===== src/rtl/ptp_b_if.sv =====
// Handshake bundle between the word source / beat consumer and ptp_b.
// Signal names are as seen from ptp_b; the slave modport is the block itself.
interface ptp_b_if #(
   parameter int unsigned WORD_W  = 32,
   parameter int unsigned CHUNK_W = 8
);
   logic               serialise_i;
   logic               load_i;
   logic [WORD_W-1:0]  value_i;
   logic               ready_o;
   logic [CHUNK_W-1:0] value_o;
   logic               valid_o;
   logic               ack_i;
   logic               last_o;
   logic               done_o;

   modport slave (
      input  serialise_i, load_i, value_i, ack_i,
      output ready_o, value_o, valid_o, last_o, done_o
   );

   modport master (
      output serialise_i, load_i, value_i, ack_i,
      input  ready_o, value_o, valid_o, last_o, done_o
   );
endinterface


===== src/rtl/ptp_b.sv =====
// ptp_b: splits a core word into MSB-first beats for the narrow output pins,
// either CHUNK_W bits per beat or one bit per beat (serial mode).
module ptp_b #(
   parameter int unsigned WORD_W  = 32,
   parameter int unsigned CHUNK_W = 8
) (
   input  logic   clk_i,
   input  logic   reset_i,
   ptp_b_if.slave bus
);
   localparam int unsigned CNT_W = $clog2(WORD_W + 1);
   localparam logic [CNT_W-1:0] BYTE_BEATS = CNT_W'(WORD_W / CHUNK_W);
   localparam logic [CNT_W-1:0] SER_BEATS  = CNT_W'(WORD_W);

   typedef enum logic {IDLE, SEND} state_t;

   state_t             state_q;
   logic [WORD_W-1:0]  shift_q;
   logic [WORD_W-1:0]  shift_d;
   logic [CNT_W-1:0]   cnt_q;
   logic               serial_q;
   logic [CHUNK_W-1:0] value_q;
   logic [CHUNK_W-1:0] value_d;
   logic               ready_q;
   logic               valid_q;
   logic               last_q;
   logic               done_q;

   // Beat presented for a given shift-register image and mode.
   function automatic logic [CHUNK_W-1:0] chunk_of(input logic [WORD_W-1:0] w,
                                                   input logic s);
      logic [CHUNK_W-1:0] r;
      if (s) begin
         r    = '0;
         r[0] = w[WORD_W-1];
      end else begin
         r = w[WORD_W-1 -: CHUNK_W];
      end
      return r;
   endfunction

   function automatic logic [CNT_W-1:0] beats_of(input logic s);
      return s ? SER_BEATS : BYTE_BEATS;
   endfunction

   // Next shift image and the beat it exposes, used when a beat is accepted.
   always_comb begin
      shift_d = serial_q ? (shift_q << 1) : (shift_q << CHUNK_W);
      value_d = chunk_of(shift_d, serial_q);
   end

   // Control FSM; every output is a register so no input reaches an output combinationally.
   always_ff @(posedge clk_i or posedge reset_i) begin
      if (reset_i) begin
         state_q  <= IDLE;
         shift_q  <= '0;
         cnt_q    <= '0;
         serial_q <= 1'b0;
         value_q  <= '0;
         ready_q  <= 1'b1;
         valid_q  <= 1'b0;
         last_q   <= 1'b0;
         done_q   <= 1'b0;
      end else begin
         done_q <= 1'b0;
         case (state_q)
            IDLE: begin
               if (bus.load_i) begin
                  shift_q  <= bus.value_i;
                  serial_q <= bus.serialise_i;
                  cnt_q    <= beats_of(bus.serialise_i);
                  value_q  <= chunk_of(bus.value_i, bus.serialise_i);
                  last_q   <= (beats_of(bus.serialise_i) == CNT_W'(1));
                  valid_q  <= 1'b1;
                  ready_q  <= 1'b0;
                  state_q  <= SEND;
               end
            end
            SEND: begin
               if (bus.ack_i) begin
                  if (cnt_q == CNT_W'(1)) begin
                     shift_q <= '0;
                     cnt_q   <= '0;
                     value_q <= '0;
                     valid_q <= 1'b0;
                     last_q  <= 1'b0;
                     ready_q <= 1'b1;
                     done_q  <= 1'b1;
                     state_q <= IDLE;
                  end else begin
                     shift_q <= shift_d;
                     cnt_q   <= cnt_q - CNT_W'(1);
                     value_q <= value_d;
                     last_q  <= (cnt_q == CNT_W'(2));
                  end
               end
            end
            default: state_q <= IDLE;
         endcase
      end
   end

   assign bus.ready_o = ready_q;
   assign bus.value_o = value_q;
   assign bus.valid_o = valid_q;
   assign bus.last_o  = last_q;
   assign bus.done_o  = done_q;
endmodule


===== src/flat_wrapper.sv =====
// flat-port wrapper written by rule: the top's interface ports become plain ports
module ptp_b_flat 
#(
   parameter int unsigned WORD_W  = 32,
   parameter int unsigned CHUNK_W = 8
)
  (clk_i, reset_i, bus_serialise_i, bus_load_i, bus_value_i, bus_ack_i, bus_ready_o, bus_value_o, bus_valid_o, bus_last_o, bus_done_o);
  ptp_b_if #(.WORD_W(WORD_W), .CHUNK_W(CHUNK_W)) bus_i ();
  input  logic clk_i;
  input  logic reset_i;
  input wire logic [$bits(bus_i.serialise_i)-1:0] bus_serialise_i;
  input wire logic [$bits(bus_i.load_i)-1:0] bus_load_i;
  input wire logic [$bits(bus_i.value_i)-1:0] bus_value_i;
  input wire logic [$bits(bus_i.ack_i)-1:0] bus_ack_i;
  output wire logic [$bits(bus_i.ready_o)-1:0] bus_ready_o;
  output wire logic [$bits(bus_i.value_o)-1:0] bus_value_o;
  output wire logic [$bits(bus_i.valid_o)-1:0] bus_valid_o;
  output wire logic [$bits(bus_i.last_o)-1:0] bus_last_o;
  output wire logic [$bits(bus_i.done_o)-1:0] bus_done_o;
  assign bus_i.serialise_i = bus_serialise_i;
  assign bus_i.load_i = bus_load_i;
  assign bus_i.value_i = bus_value_i;
  assign bus_i.ack_i = bus_ack_i;
  assign bus_ready_o = bus_i.ready_o;
  assign bus_value_o = bus_i.value_o;
  assign bus_valid_o = bus_i.valid_o;
  assign bus_last_o = bus_i.last_o;
  assign bus_done_o = bus_i.done_o;
  ptp_b #(.WORD_W(WORD_W), .CHUNK_W(CHUNK_W)) u_core (.clk_i(clk_i), .reset_i(reset_i), .bus(bus_i));
endmodule

===== config.mk =====
export PLATFORM = sky130hd
export DESIGN_NAME = ptp_b_flat
export DESIGN_NICKNAME = d
export VERILOG_FILES = /design/src/rtl/ptp_b_if.sv /design/src/rtl/ptp_b.sv /design/src/flat_wrapper.sv
export SDC_FILE = /design/constraint.sdc
export NUM_CORES = 1
export LEC_CHECK = 0
export ABC_CLOCK_PERIOD_IN_PS = 1600
export CORE_ASPECT_RATIO = 0.9
export CORE_MARGIN = 1.5
export CORE_UTILIZATION = 30
export CTS_CLUSTER_DIAMETER = 80
export DETAILED_ROUTE_END_ITERATION = 8
export GPL_ROUTABILITY_DRIVEN = 0
export SLEW_MARGIN = 20
export SYNTH_ARGS = -nofsm -noshare
export SYNTH_HDL_FRONTEND = slang
export SYNTH_SLANG_ARGS = --single-unit

===== constraint.sdc =====
create_clock -name clk_i -period 1.6 [get_ports clk_i]
set_input_delay 0.16 -clock clk_i [delete_from_list [all_inputs] [get_ports clk_i]]
set_output_delay 0.16 -clock clk_i [all_outputs]
set_load 0.05 [all_outputs]

# Word level (Yosys, flattened, before mapping)
# Cells that the tools add are included.
[totals]
regBits = 51
wordCells = 55
ramBits = 0
inputBits = 37
latchBits = 0
rom_bits = 0
memories = 0
[classes]
shifts = 0
add_sub_neg = 1
mux = 35
eq_ne = 6
div_mod_pow = 0
order_cmp = 0
multipliers = 0
n_reduce_logical = 3
n_bitwise = 1
[op_table]
columns = ["operator", "count"]
rows = [
  ["two-way mux 31 bit", 3],
  ["case mux 31 bit (2 select lines)", 1],
  ["two-way mux 8 bit", 5],
  ["two-way mux 32 bit", 1],
  ["two-way mux 6 bit", 4],
  ["case mux 8 bit (2 select lines)", 1],
  ["two-way mux 1 bit", 15],
  ["equality test 6 x 1 -> 1 bit, second input constant", 2],
  ["case mux 6 bit (2 select lines)", 1],
  ["case mux 1 bit (2 select lines)", 4],
  ["equality test 6 x 2 -> 1 bit, second input constant", 1],
  ["inequality test 2 bit, second input constant", 3],
  ["subtractor 6 x 1 -> 6 bit, second input constant", 1],
  ["AND reduction 2 bit", 2],
  ["AND reduction 3 bit", 1],
  ["inverter 1 bit", 1],
]

# Depth between registers and ports, before layout
# Gate-level depths: netlist (run 1).
[logic_depth]
word_depth = 5
mapped_depth = 7
mapped_depth_nobuf = 5

# Least setup slack after synthesis (run 1)
# No wires, ideal clock.
[synth_path]
path_kind = "register to register"
startpoint = "register u_core.cnt_q[2]"
endpoint = "register u_core.value_q[7], in the netlist u_core.bus.value_o[7]"
path_stages_with_launch = 4
n_path_buf = 0
setup_slack_ns = -0.031
t_arrival_ns = 1.505
required_ns = 1.474
period_less_slack_ns = 1.631
path_cell_list = "dfrtp_1 nor4_1 a211oi_1 a221o_1"
[synth_via]
elab_chain_cells = 4
[synth_rtl]
columns = ["item", "line_no", "source"]
rows = [
  ["start, declared", "ptp_b.sv:20", "logic [CNT_W-1:0] cnt_q;"],
  ["start signal, assigned", "ptp_b.sv:71", "cnt_q <= beats_of(bus.serialise_i);"],
  ["start signal, assigned", "ptp_b.sv:92", "cnt_q <= cnt_q - CNT_W'(1);"],
  ["equality test 6 x 1 -> 1 bit", "ptp_b.sv:81", "if (cnt_q == CNT_W'(1)) begin"],
  ["two-way mux 8 bit", "ptp_b.sv:81", ""],
  ["two-way mux 8 bit", "ptp_b.sv:80", "if (bus.ack_i) begin"],
  ["case mux 8 bit (2 select lines)", "ptp_b.sv:66", "case (state_q)"],
  ["end signal, assigned", "ptp_b.sv:72", "value_q <= chunk_of(bus.value_i, bus.serialise_i);"],
  ["end signal, assigned", "ptp_b.sv:93", "value_q <= value_d;"],
  ["end, declared", "ptp_b.sv:22", "logic [CHUNK_W-1:0] value_q;"],
]
# No other way between the ends. The select of a mux whose other input is x is not followed.
# A chain may end at the register's enable or synchronous reset.

# Worst setup path after layout (run 1)
[layout_path]
startpoint = "register u_core.cnt_q[5]"
endpoint = "register u_core.shift_q[24]"
[layout_via]
elab_chain_cells = 4
[layout_rtl]
columns = ["item", "line_no", "source"]
rows = [
  ["equality test 6 x 1 -> 1 bit", "ptp_b.sv:81", ""],
  ["two-way mux 31 bit", "ptp_b.sv:81", ""],
  ["two-way mux 31 bit", "ptp_b.sv:80", ""],
  ["case mux 31 bit (2 select lines)", "ptp_b.sv:66", ""],
  ["end signal, assigned", "ptp_b.sv:69", "shift_q <= bus.value_i;"],
  ["end signal, assigned", "ptp_b.sv:91", "shift_q <= shift_d;"],
  ["end, declared", "ptp_b.sv:18", "logic [WORD_W-1:0] shift_q;"],
]
# No other way between the ends. The select of a mux whose other input is x is not followed.

==> results of run 1 <==
==> flip-flops by register name, summed over array words and instances (netlist names) <==
register	count
u_core.shift_q	31
u_core.bus.value_o	8
u_core.cnt_q	6
u_core.bus.done_o	1
u_core.bus.last_o	1
u_core.bus.ready_o	1
u_core.bus.valid_o	1
u_core.serial_q	1
u_core.state_q	1
==> worst max path at each step <==
stage                    start               endpoint  slack, ns  cells after the start
3_5_place_dp         bus_ack_i        u_core.cnt_q[5]      -0.12                      4
2_1_floorplan  u_core.cnt_q[2]  u_core.bus.value_o[7]      -0.03                      3
3_3_place_gp         bus_ack_i        u_core.cnt_q[5]      -0.10                      4
4_1_cts        u_core.cnt_q[3]     u_core.shift_q[18]      -0.03                      5
5_1_grt        u_core.cnt_q[5]      u_core.shift_q[5]       -0.1                      5
6_report       u_core.cnt_q[5]     u_core.shift_q[24]      -0.05                      4
==> layout by cell type (no fill, tap or decap), drive strengths merged, types with 2 or more instances in the layout <==
cell and n:
dfrtp 50, buf 50, a21oi 37, clkdlybuf4s50 36, nor2 34, o21ai 28, o211ai 26, mux2 23
nand2 12, clkbuf 7, a22o 6, a211oi 6, a21o 5, inv 5, mux2i 4, or3b 4
nand2b 3, o31ai 3, nand3b 3, o2111ai 3, ha 3, o22a 2, or4 2
==> critical path, cell delays in order (launching register included) <==
cell	delay, ns
dfrtp_1	0.40
or4_4	0.54
buf_6	0.16
o21ai_0	0.30
o31ai_1	0.13
==> per-layer routing <==
metal | routed length [microns] | share of wire
met1 | 4139 | 0.50
met2 | 3588 | 0.43
met3 | 410 | 0.050
met4 | 113 | 0.014
met5 | 0 | 0
==> layout make-up <==
class,count,area [sq um],area share
inverters,5,18.77,0.004815
repair buffers,86,839.6,0.2154
well taps,122,152.6,0.03917
clock buffers,7,96.34,0.02472
clock inverters,1,7.507,0.001926
flip-flops and latches,51,1277,0.3278
multi-input cells,220,1505,0.3862
==> logic make-up after synthesis <==
logic type	Yosys count	synth area share
muxes	27	0.1051
buffers and inverters	31	0.04311
DFF	51	0.4492
AOI/OAI and AO/OA	120	0.2662
and+or+nand+nor	69	0.1201
adders and majority gates	3	0.01320
xor gates and xnor gates	1	0.003080
==> power breakdown <==
part	switching [mW]	leakage [nW]	internal, mW
sequential	0.503	0.601	1.87
combinational	2.04	0.954	1.89
clock	0.453	0.0505	0.395
total	2.99	1.61	4.16
==> through the flow <==
step,util,hold slack [ns],std cells,instance area [sq um],setup WS (ns)
floorplan,-,0.2840,302,2845,-0.03091
global placement,0.4029,0.4385,481,3694,-0.1044
detailed placement,0.4029,0.4461,481,3694,-0.1213
CTS,0.4167,0.09170,490,3820,-0.02582
global route,0.4252,0.09673,492,3897,-0.09952
finish,0.4252,0.08839,492,3897,-0.04523
==> repair_timing <==
item | CTS | global route
buffers inserted | 1 | 2
pin swaps | 3 | 7
gates resized for setup | 4 | 12
setup endpoints to repair | 25 | 41
gates cloned | 0 | 0
==> results.json, run 1 <==
{
  "drt_wl_total_microns": 8252,
  "hp-class": "in -> async",
  "max-slew-margin-rel": 0.7462,
  "dr.first_iter.drc_count": 124,
  "yosys.area.top_type_share": 0.4399,
  "numPortBuffers": 48,
  "cts_buffers": 5,
  "busiest_layer": "met2",
  "power_mw": 7.150,
  "p_per_area_nw_per_um2": 1834,
  "startpoint_type": "flip-flop",
  "wl_per_cell_microns": 16.77,
  "die_h_microns": 95.37,
  "route.detailed.vias_per_inst": 5.238,
  "crit_arrival_ns": 1.83,
  "cts-root-buf": "clkbuf_8",
  "hold_viol": 0,
  "h-tree-depth": 2,
  "ys_ff_latch": 51,
  "leakagePower_nw": 1.606,
  "criticalPathCategory": "reg -> reg",
  "status": "finished, violations left",
  "grt-ovfl-total": 0,
  "synthTopCellsByCount": "dfrtp_1 (50), a21oi_1 (37), nor2_1 (34)",
  "gr-usage-met1": 0.2443,
  "dr.pass1.iters": 5,
  "cts.sink_count": 51,
  "die_area_sq_um": 10070,
  "cts_tree": "yes",
  "antenna_found_initial": 0,
  "required_ns": 1.79,
  "avgSynthCellArea_sq_um": 9.417,
  "fp.coreArea_sq_um": 9166,
  "setup_viol": 14,
  "peakVddDrop_mv": 0.8680,
  "synth_area_sq_um": 2844,
  "cts.reportedPaths.clkPinSlew_ns": 0.10,
  "yosysTopAreaCell": "dfrtp_1",
  "rrSetupSlack_ns": -0.05,
  "yosysMostFrequentCell": "dfrtp_1",
  "violations": "negative setup slack",
  "synth_nets": 342,
  "grt_first_pass_wirelength_microns": 13460,
  "max_freq_mhz": 607.8,
  "period_needed_ns": 1.645,
  "die_w_microns": 105.6,
  "io_pins": 49,
  "antenna_cells": 0,
  "clk_latency_ns": 0.31,
  "fill_cells": 915,
  "clockBufferDepth": 2,
  "seq_area_frac_synth": 0.4492,
  "grt_max_degree": 32,
  "netlist_top_cells_area": "dfrtp_1 (44%), mux2_2 (9.1%), o211ai_1 (6.9%)",
  "drive_gt1_frac": 0.2622,
  "tns_ns": -0.3445,
  "synth_cell_types": 40,
  "drc_errors": 0,
  "crit_path_max_fanout": 6,
  "finalWorstSetupSlack_ns": -0.04523,
  "grt_setup_unrepaired": "true",
  "tightest_slew_ns": 0.3702,
  "slew_viol_final": 0,
  "area_growth_pct": 37.04,
  "num_vias": 2577,
  "ys_warn_count": 0,
  "finalNetCount": 409,
  "ctsHoldBuffers": 0,
  "synthArstFlopShare": 1.000,
  "cap_violations": 0,
  "met2_usage": 0.2614,
  "synth_edf_count": 0,
  "synth_cells": 302,
  "cp-end-kind": "flip-flop",
  "synthFlopType": "dfrtp_1",
  "initial_utilization": 0.3103,
  "worstRegToRegCells": 4,
  "clock_skew_ns": 0.006262,
  "min_period_over_period": 1.028,
  "track_usage": 0.1705,
  "use_met3": 0.03418,
  "reg2reg_to": "u_core.shift_q[24]",
  "r2r_start": "u_core.cnt_q[5]",
  "ant_nets": 0,
  "grt_pass1_vias": 2609,
  "dp_hpwl_microns": 5903,
  "rows": 33
}
No activity file was read; power rests on OpenSTA's default activity.
==> run 2: changes to the inputs <==
--- a/config.mk
+++ b/config.mk
@@ -12,6 +12,7 @@
 export CTS_CLUSTER_DIAMETER = 80
 export DETAILED_ROUTE_END_ITERATION = 8
 export GPL_ROUTABILITY_DRIVEN = 0
+export SKIP_LAST_GASP = 1
 export SLEW_MARGIN = 20
 export SYNTH_ARGS = -nofsm -noshare
 export SYNTH_HDL_FRONTEND = slang
==> run 2 against run 1 <==
  * The run still ends with negative setup slack left
  * Total power is essentially flat
  * Global-route usage is the same
  * Clock skew grew 0.00063 ns
  * Cell count is the same
  * Critical endpoint unchanged
  * Clock power grew 0.6%
  * Largest power group unchanged
  * Maximum frequency shrank 2.2%
  * Critical path type unchanged
  * First-iteration DRC count grew 15%
  * Highest routed layer unchanged
==> results.json, run 2 (synthesis gave the netlist of run 1 again) <==
{
  "drc_errors": 0,
  "hold_viol": 0,
  "grt_max_degree": 32,
  "grt-ovfl-total": 0,
  "regArea_sq_um": 1277,
  "p_seq_frac": 0.331,
  "clock_skew_ns": 0.006892,
  "power_mw": 7.155,
  "p_comb_frac": 0.550,
  "startpoint_type": "flip-flop",
  "dr.pass1.iters": 4,
  "crit_chain": "or4_4, buf_6, o21ai_0, o31ai_1",
  "slew_viol_final": 0,
  "multi_input_area_sq_um": 1503,
  "cts-root-buf": "clkbuf_8",
  "placed_cell_area_sq_um": 3694,
  "max_freq_mhz": 594.4,
  "cts.reportedPaths.clkPinSlew_ns": 0.10,
  "finalNetCount": 409,
  "crit_path_max_fanout": 6,
  "pwr-share-clk": 0.119,
  "cts_tree": "yes",
  "initial_utilization": 0.3103,
  "grt_pass1_vias": 2609,
  "regMostFlops": "u_core.shift_q",
  "stdcell_area_sq_um": 3895,
  "cpPeakStageDelay_ns": 0.54,
  "hp-class": "in -> async",
  "min_period_over_period": 1.051,
  "ctsHoldBuffers": 0,
  "die_h_microns": 95.37,
  "cp-end-kind": "flip-flop",
  "required_ns": 1.79,
  "period_needed_ns": 1.682,
  "cts_buffers": 5,
  "criticalPathCategory": "reg -> reg",
  "worst-path-buf-inv": 1,
  "layout_common_cells": "dfrtp_1 (50), buf_4 (41), a21oi_1 (36), clkdlybuf4s50_1 (36), nor2_1 (34)",
  "setup_viol": 14,
  "power.switching_mw": 2.998,
  "leakagePower_nw": 1.605,
  "violations": "negative setup slack",
  "route.detailed.vias_per_inst": 5.315,
  "antenna_cells": 0,
  "largest_reg_flops": 31,
  "fp.coreArea_sq_um": 9166,
  "clk_latency_ns": 0.31,
  "finalWorstSetupSlack_ns": -0.08235,
  "dr.first_iter.drc_count": 143,
  "peakVddDrop_mv": 0.8672,
  "p_per_area_nw_per_um2": 1837,
  "drt_wl_total_microns": 8330,
  "cts.sink_count": 51,
  "cp_top_family": "simple AND/OR/NAND/NOR gates",
  "h-tree-depth": 2,
  "drive_gt1_frac": 0.2595,
  "status": "finished, violations left",
  "crit_arrival_ns": 1.87,
  "cap_violations": 0,
  "area_growth_pct": 36.96,
  "rows": 33,
  "die_area_sq_um": 10070,
  "tns_ns": -0.3829,
  "numPortBuffers": 48,
  "switching_share": 0.4191,
  "post-place-ws_ns": -0.1213,
  "r2r_start": "u_core.cnt_q[5]",
  "track_usage": 0.1705,
  "clockBufferDepth": 2,
  "post-route-util": 0.4249,
  "grt_setup_unrepaired": "true",
  "wl_per_cell_microns": 16.93,
  "fill_cells": 917,
  "startpoint": "u_core.cnt_q[5]",
  "intPower_mw": 4.156,
  "tightest_slew_ns": 0.3696,
  "dp_hpwl_microns": 5903,
  "antenna_found_initial": 0,
  "max-slew-margin-rel": 0.7466,
  "final_common_cell": "dfrtp_1",
  "critPathSlowestCell": "or4_4",
  "ant_nets": 0,
  "grt_first_pass_wirelength_microns": 13460,
  "io_pins": 49,
  "die_w_microns": 105.6,
  "num_vias": 2615
}
run 2: per-stage QoR:
step                      cells  hold WS (ns)
after detailed placement    481        0.4461
after CTS                   490       0.09170
after floorplan             302        0.2840
after global routing        492       0.09673
final                       492       0.08805
after global placement      481        0.4385
run 2: power by group through the flow:
stage                     clock network (mW)  registers [mW]  logic, mW
after CTS                              0.860            2.37       3.75
after global placement                     0            2.38       3.60
after floorplan                            0            2.65       2.07
after global routing                   0.893            2.43       4.26
final                                  0.853            2.37       3.93
after detailed placement                   0            2.39       3.67
run 2: per-layer routing:
layer | vias to the layer above | wire, microns | global-route usage
met2 | 80 | 3596 | 0.2614
li1 | 1245 | - | -
met3 | 11 | 489 | 0.03418
met4 | 0 | 113 | 0.04955
met1 | 1279 | 4131 | 0.2443
met5 | - | 0 | 0
run 2: area by class of cell:
cell class,instances,area share
inverters,5,0.004818
multi-input cells,220,0.3858
well taps,122,0.03919
clock buffers,7,0.02473
flip-flops and latches,51,0.3280
clock inverters,1,0.001927
repair buffers,86,0.2155
run 2: timing repair:
item	in CTS	in global routing
setup endpoints to repair	25	41
setup buffers	1	2
pin swaps	3	6
gates resized for setup	4	11
run 2: worst paths after layout:
path	endpoint	depth (start not counted)	slack (ns)
max in group asynchronous	u_core.bus.ready_o	3	1.02
setup / recovery	u_core.shift_q[24]	4	-0.08
setup reg to reg	u_core.shift_q[24]	4	-0.08
hold / removal	u_core.bus.value_o[2]	2	0.09
min in group clk_i	u_core.shift_q[15]	3	0.49
hold reg to reg	u_core.bus.last_o	2	0.50
==> run 3: changes to the inputs <==
--- a/config.mk
+++ b/config.mk
@@ -5,11 +5,9 @@
 export SDC_FILE = /design/constraint.sdc
 export NUM_CORES = 1
 export LEC_CHECK = 0
-export ABC_CLOCK_PERIOD_IN_PS = 1600
 export CORE_ASPECT_RATIO = 0.9
 export CORE_MARGIN = 1.5
 export CORE_UTILIZATION = 30
-export CTS_CLUSTER_DIAMETER = 80
 export DETAILED_ROUTE_END_ITERATION = 8
 export GPL_ROUTABILITY_DRIVEN = 0
 export SKIP_LAST_GASP = 1
==> results of run 3 <==
Same layout as run 2: the final DEF is identical, and so are final timing and power.
